## config.mk

```make
export PLATFORM = sky130hd
export DESIGN_NAME = seq_divider
export DESIGN_NICKNAME = d
export VERILOG_FILES = /design/src/rtl/ike_pkg.sv /design/src/rtl/seq_divider_div_step.sv /design/src/rtl/seq_divider.sv
export SDC_FILE = /design/constraint.sdc
export NUM_CORES = 1
export LEC_CHECK = 0
export BUFFER_PORTS_ARGS = -buffer_cell sky130_fd_sc_hd__clkbuf_2
export CORE_MARGIN = 2
export CORE_UTILIZATION = 58
export CTS_CLUSTER_SIZE = 8
export DETAILED_ROUTE_END_ITERATION = 12
export PLACE_DENSITY = 0.92
export SYNTH_ARGS = -nofsm -noshare
export SYNTH_HDL_FRONTEND = slang
export SYNTH_HIERARCHICAL = 1
export SYNTH_SLANG_ARGS = --single-unit
export TNS_END_PERCENT = 1
```

## constraint.sdc

```tcl
create_clock -name clk -period 3.8 [get_ports clk]
set_input_delay 0 -clock clk [delete_from_list [all_inputs] [get_ports clk]]
set_output_delay 0 -clock clk [all_outputs]
set_load 0.01 [all_outputs]
```

## src/rtl/ike_pkg.sv

```systemverilog
// Shared constants for the speed/divider path: FSM encoding, default operand width,
// and the iteration-counter width helper.
package ike_pkg;

    localparam int DIV_WIDTH = 16;

    typedef enum logic [1:0] {
        S_IDLE  = 2'd0,
        S_RUN   = 2'd1,
        S_DONE  = 2'd2,
        S_ROUND = 2'd3
    } div_state_e;

    // The counter has to hold the value WIDTH itself, not just WIDTH-1.
    function automatic int iter_cnt_width(input int width);
        return $clog2(width + 1);
    endfunction

    localparam int DIV_CNT_W = iter_cnt_width(DIV_WIDTH);

endpackage

```

## src/rtl/seq_divider_div_step.sv

```systemverilog
// One restoring-division iteration: shift the next dividend bit into the partial
// remainder, subtract the divisor when it fits, and shift the quotient bit in.
module div_step
    import ike_pkg::*;
#(
    parameter int WIDTH = DIV_WIDTH
) (
    input  logic [WIDTH-1:0] r_in,
    input  logic [WIDTH-1:0] q_in,
    input  logic [WIDTH-1:0] d_in,
    output logic [WIDTH-1:0] r_next,
    output logic [WIDTH-1:0] q_next
);

    logic [WIDTH:0]   r_shift;
    logic [WIDTH-1:0] r_diff;
    logic             fits;

    // The true difference is below the divisor whenever it fits, so the low
    // WIDTH bits of the subtraction are exact.
    always_comb begin
        r_shift = {r_in, q_in[WIDTH-1]};
        fits    = (r_shift >= {1'b0, d_in});
        r_diff  = r_shift[WIDTH-1:0] - d_in;
        r_next  = fits ? r_diff : r_shift[WIDTH-1:0];
        q_next  = {q_in[WIDTH-2:0], fits};
    end

endmodule

```

## src/rtl/seq_divider.sv

```systemverilog
// Multi-cycle unsigned restoring divider, one quotient bit per clock, start/busy/ready
// handshake. Define ROUND_NEAREST_EN for a round-to-nearest quotient (one extra cycle).
module seq_divider
    import ike_pkg::*;
#(
    parameter int WIDTH = DIV_WIDTH
) (
    input  logic             clk,
    input  logic             rst,
    input  logic             start,
    input  logic [WIDTH-1:0] dividend,
    input  logic [WIDTH-1:0] divisor,
    output logic [WIDTH-1:0] result,
    output logic [WIDTH-1:0] remainder,
    output logic             busy,
    output logic             ready,
    output logic             div_zero
);

    localparam int CW = iter_cnt_width(WIDTH);

    div_state_e       state_q, state_d;
    logic [WIDTH-1:0] part_q, part_d;
    logic [WIDTH-1:0] quo_q, quo_d;
    logic [WIDTH-1:0] dvs_q, dvs_d;
    logic [WIDTH-1:0] result_q, result_d;
    logic [WIDTH-1:0] remainder_q, remainder_d;
    logic [CW-1:0]    cnt_q, cnt_d;
    logic             busy_q, busy_d;
    logic             ready_q, ready_d;
    logic             div_zero_q, div_zero_d;
    logic [WIDTH-1:0] step_r, step_q;
`ifdef ROUND_NEAREST_EN
    logic             round_up;
`endif

    div_step #(.WIDTH(WIDTH)) u_div_step (
        .r_in   (part_q),
        .q_in   (quo_q),
        .d_in   (dvs_q),
        .r_next (step_r),
        .q_next (step_q)
    );

    always_comb begin
        state_d     = state_q;
        part_d      = part_q;
        quo_d       = quo_q;
        dvs_d       = dvs_q;
        result_d    = result_q;
        remainder_d = remainder_q;
        cnt_d       = cnt_q;
        busy_d      = busy_q;
        ready_d     = ready_q;
        div_zero_d  = div_zero_q;
`ifdef ROUND_NEAREST_EN
        round_up    = 1'b0;
`endif
        case (state_q)
            S_IDLE: begin
                if (start) begin
                    quo_d   = dividend;
                    dvs_d   = divisor;
                    part_d  = '0;
                    cnt_d   = CW'(WIDTH);
                    busy_d  = 1'b1;
                    ready_d = 1'b0;
                    state_d = S_RUN;
                end
            end
            S_RUN: begin
                part_d = step_r;
                quo_d  = step_q;
                cnt_d  = cnt_q - CW'(1);
                if (cnt_q == CW'(1)) begin
`ifdef ROUND_NEAREST_EN
                    state_d     = S_ROUND;
`else
                    busy_d      = 1'b0;
                    ready_d     = 1'b1;
                    result_d    = step_q;
                    remainder_d = step_r;
                    div_zero_d  = (dvs_q == '0);
                    state_d     = S_DONE;
`endif
                end
            end
`ifdef ROUND_NEAREST_EN
            S_ROUND: begin
                // Quotient all-ones cannot be bumped; a zero divisor also lands here.
                round_up    = (dvs_q != '0) && ({part_q, 1'b0} >= {1'b0, dvs_q})
                              && (quo_q != '1);
                result_d    = quo_q + WIDTH'(round_up);
                remainder_d = part_q;
                div_zero_d  = (dvs_q == '0);
                busy_d      = 1'b0;
                ready_d     = 1'b1;
                state_d     = S_DONE;
            end
`endif
            S_DONE: begin
                if (!start) begin
                    ready_d    = 1'b0;
                    div_zero_d = 1'b0;
                    state_d    = S_IDLE;
                end
            end
            default: state_d = S_IDLE;
        endcase
    end

    always_ff @(posedge clk) begin
        if (rst) begin
            state_q     <= S_IDLE;
            part_q      <= '0;
            quo_q       <= '0;
            dvs_q       <= '0;
            result_q    <= '0;
            remainder_q <= '0;
            cnt_q       <= '0;
            busy_q      <= 1'b0;
            ready_q     <= 1'b0;
            div_zero_q  <= 1'b0;
        end else begin
            state_q     <= state_d;
            part_q      <= part_d;
            quo_q       <= quo_d;
            dvs_q       <= dvs_d;
            result_q    <= result_d;
            remainder_q <= remainder_d;
            cnt_q       <= cnt_d;
            busy_q      <= busy_d;
            ready_q     <= ready_d;
            div_zero_q  <= div_zero_d;
        end
    end

    assign result    = result_q;
    assign remainder = remainder_q;
    assign busy      = busy_q;
    assign ready     = ready_q;
    assign div_zero  = div_zero_q;

endmodule

```

==> results.sh <==
export IMPL_status="completed"
export IMPL_crit_fanout=17
export IMPL_p_leak_uw=0.00226
export IMPL_synth_avg_cell_area_um2=8.37
export IMPL_tns_ns=0
export IMPL_detail_route_antenna_nets=0
export IMPL_crit_required_ns=4.02
export IMPL_clkSlewWorstSetupHoldPaths_ns=0.11
export IMPL_slew_viol_final=0
export IMPL_insertion_delay_ns=0.36
export IMPL_internal_power_uw=2190
export IMPL_fin_cells=745
export IMPL_place_area_um2=5160
export IMPL_critical_path_top_delay_family="compound AO/OA/AOI/OAI gates"
export IMPL_gr_max_usage_layer="met2"
export IMPL_whs_ns=0.0914
export IMPL_vias_per_cell=6.27
export IMPL_worstReg2RegStart="dvs_q[10]"
export IMPL_globalRouteMet1Util=0.331
export IMPL_switchingPower_uw=1430
export IMPL_ys_seq_elements=90
export IMPL_synth_nets=649
export IMPL_grt_pass1_wl_mm=20.9
export IMPL_dr_pass1_iters=5
export IMPL_hpwl_mm=8.64
export IMPL_synth_cells=595
export IMPL_max_stage_delay_ns=0.41
export IMPL_whs_endpoint="quo_q[9]"
export IMPL_die_w_um=96.7
export IMPL_fin_ws_ns=0.587
export IMPL_design_die_area_um2=9350
export IMPL_slew_headroom=0.158
export IMPL_core_rowCount=33
export IMPL_cp_end_kind="register"
export IMPL_dpl_cell_count=713
export IMPL_drtIter0Drc=343
export IMPL_cp_start_kind="register"
export IMPL_fin_crit_sh=0.846
export IMPL_peakVddDrop_v=0.000350
export IMPL_hp_start="dividend[9]"
export IMPL_yosys_most_used_dff="dfxtp_1"
export IMPL_synth_area_um2=4980
export IMPL_cts_buffers=9
export IMPL_r2r_end="part_q[4]"
export IMPL_hp_class="input pin to register"
export IMPL_grt_max_degree=76
export IMPL_drive_gt1_frac=0.217
export IMPL_crit_buf_inv=2
export IMPL_combPwrFrac=0.493
export IMPL_grt_overflow_total=0
export IMPL_start_util=0.603
export IMPL_skew_ns=0.0108
export IMPL_share_seq_of_total_power=0.309
export IMPL_place_ws_ns=0.654
export IMPL_htree_levels=3
export IMPL_finalWirelength_mm=12.8
export IMPL_cts_sinks=90
export IMPL_cp_arrival_ns=3.44
export IMPL_core_area_um2=8260
export IMPL_stdcell_area_um2=5540
export IMPL_gr_usage_met2=0.457
export IMPL_async_flop_share=0
export IMPL_fillers=660
export IMPL_io_buffer_count=69
export IMPL_antenna_found_initial=0
export IMPL_drc_errors=0
export IMPL_clkPwrFrac=0.198
export IMPL_finalHoldViolCount=0
export IMPL_synth_sequential_area_ratio=0.362
export IMPL_die_h_um=96.7
export IMPL_setup_violations=0
export IMPL_whs_path_depth=4
export IMPL_ff2ff_path_depth=11
export IMPL_grt_usage=0.265
export IMPL_antenna_cells=0
export IMPL_root_buffer="clkbuf_8"
export IMPL_nNetsFinal=689
export IMPL_syn_to_final_growth_pct=11.2
export IMPL_place_congestion=0.935
export IMPL_cap_violations=0
export IMPL_tritoncts="yes"
export IMPL_worstSetupPathType="register to register"
export IMPL_ys_warn_count=6
export IMPL_use_met3=0.0434
export IMPL_synth_cell_types=65
export IMPL_rsz0062_at_grt="false"
export IMPL_grt_pass1_vias=4406
export IMPL_switching_share=0.395
export IMPL_synth_edf_count=0
export IMPL_cts_resized=0
export IMPL_io_pins=70
export IMPL_path_cells="inv_1 -> ha_1 -> a21oi_2 -> o211ai_2 -> a221oi_4 -> a211oi_2 -> a2111oi_4 -> buf_4 -> mux2_2 -> a22oi_1 -> nor2_1"
export IMPL_vias=4672
export IMPL_crit_slowest_cell="ha_1"
export IMPL_tightestPinTransition_ns=1.26
export IMPL_post_drt_wl_per_cell_um=17.2
export IMPL_reg2reg_slack_ns=0.59
export IMPL_max_freq_ghz=0.311
export IMPL_max_clock_path_buffers=2
export IMPL_post_cts_setup_buffers=0
export IMPL_power_density_nw_per_um2=654
export IMPL_period_needed_ns=3.21
==> tightest hold or removal path, delay by kind of cell <==
kind,cells,cell delay [ns]
buffers and inverters,1,0.08
AO/OA/AOI/OAI,2,0.32
AND/OR/NAND/NOR,1,0.03
==> layout by cell type, fill, tap and decap left out, drive strengths merged, types with 5 or more instances in the layout <==
master and n:
dlygate4sd3 16, nor2b 20, inv 31, ha 18
mux2 14, a211oi 6, nand3 35, o211ai 5
a21oi 79, o21a 6, buf 5, o21ai 44
nor2 47, dfxtp 90, a22oi 16, o221a 16
nand2 39, clkbuf 78, nor3 6
==> routing by layer <==
layer,vias to the layer above,wire length (um)
met5,-,0
met4,0,306
met3,35,743
met2,208,6400
met1,2224,5380
li1,2205,-
==> how the worst max path moves through the flow <==
stage	startpoint	end	slack, ns	cells past startpoint
floorplan	dvs_q[6]	quo_q[0]	0.81	13
global placement	dvs_q[1]	part_q[5]	0.78	11
detailed placement	dvs_q[6]	part_q[6]	0.65	11
CTS	dvs_q[6]	part_q[4]	0.62	11
global route	dvs_q[7]	part_q[5]	0.41	11
finish	dvs_q[10]	part_q[4]	0.59	11
==> cells in the mapped netlist (4+ instances only) <==
master    count  share of area
o21a_1        6         0.0090
o21ai_1      11          0.011
nand2_1      39          0.029
nor3_1        6         0.0060
a211oi_1      4         0.0060
ha_1         18          0.045
o21ai_0      33          0.033
a22oi_1      16          0.024
a21oi_1      78          0.078
buf_2        17          0.017
nand3_1      35          0.035
inv_1        27          0.020
o221a_2      16          0.036
mux2i_1       4         0.0080
buf_6         4         0.0090
o211ai_1      4         0.0060
buf_4        16          0.024
xnor2_1       4         0.0070
dfxtp_1      90           0.36
o31ai_1       4         0.0060
nor2_1       47          0.035
mux2_4        6          0.018
mux2_2        8          0.018
xor2_1        4         0.0070
clkbuf_1     22          0.017
nor2b_1      20          0.025
==> power groups by stage <==
stage,registers [uW],clock network [uW],logic (uW)
3_5_place_dp,1140,0,1710
3_3_place_gp,1130,0,1650
5_1_grt,1130,755,1900
6_report,1120,717,1790
2_1_floorplan,1100,0,1470
4_1_cts,1120,717,1740
==> sequential cells by signal, summed over array words and instances, names as in the netlist <==
name / count
result: 16
ready: 1
remainder: 16
part_q: 16
quo_q: 16
dvs_q: 16
cnt_q: 5
div_zero: 1
busy: 1
state_q: 2
==> stage by stage <==
step	power (uW)	utilization
finish	3620	0.671
global route	3780	0.671
CTS	3580	0.671
detailed placement	2850	0.625
global placement	2780	0.625
floorplan	2580	-
==> area by class of cell <==
type | count | area [um2] | share of cell area
well taps | 105 | 131 | 0.0237
repair buffers | 90 | 543 | 0.0980
clock buffers | 9 | 124 | 0.0224
inverters | 28 | 105 | 0.0190
clock inverters | 7 | 95.1 | 0.0172
multi-input cells | 416 | 2740 | 0.495
flip-flops and latches | 90 | 1800 | 0.325
==> kinds of logic (layout without fill, tap and decap cells) <==
group                    Yosys count  count (layout)  synth area share
AO/OA/AOI/OAI                    198             198             0.267
XOR/XNOR                           8               8            0.0141
adder cells (fa/ha/maj)           19              19            0.0492
buffers and inverters             89             134            0.0917
flip-flops                        90              90             0.362
multiplexers                      18              18            0.0442
AND/OR/NAND/NOR                  173             173             0.172
==> timing repair <==
action | CTS | global route
hold buffers | 16 | 0
endpoints found under the hold margin | 16 | 0
endpoints found under the setup margin | 0 | 0
Note: power is estimated with default switching activity, not from simulation.
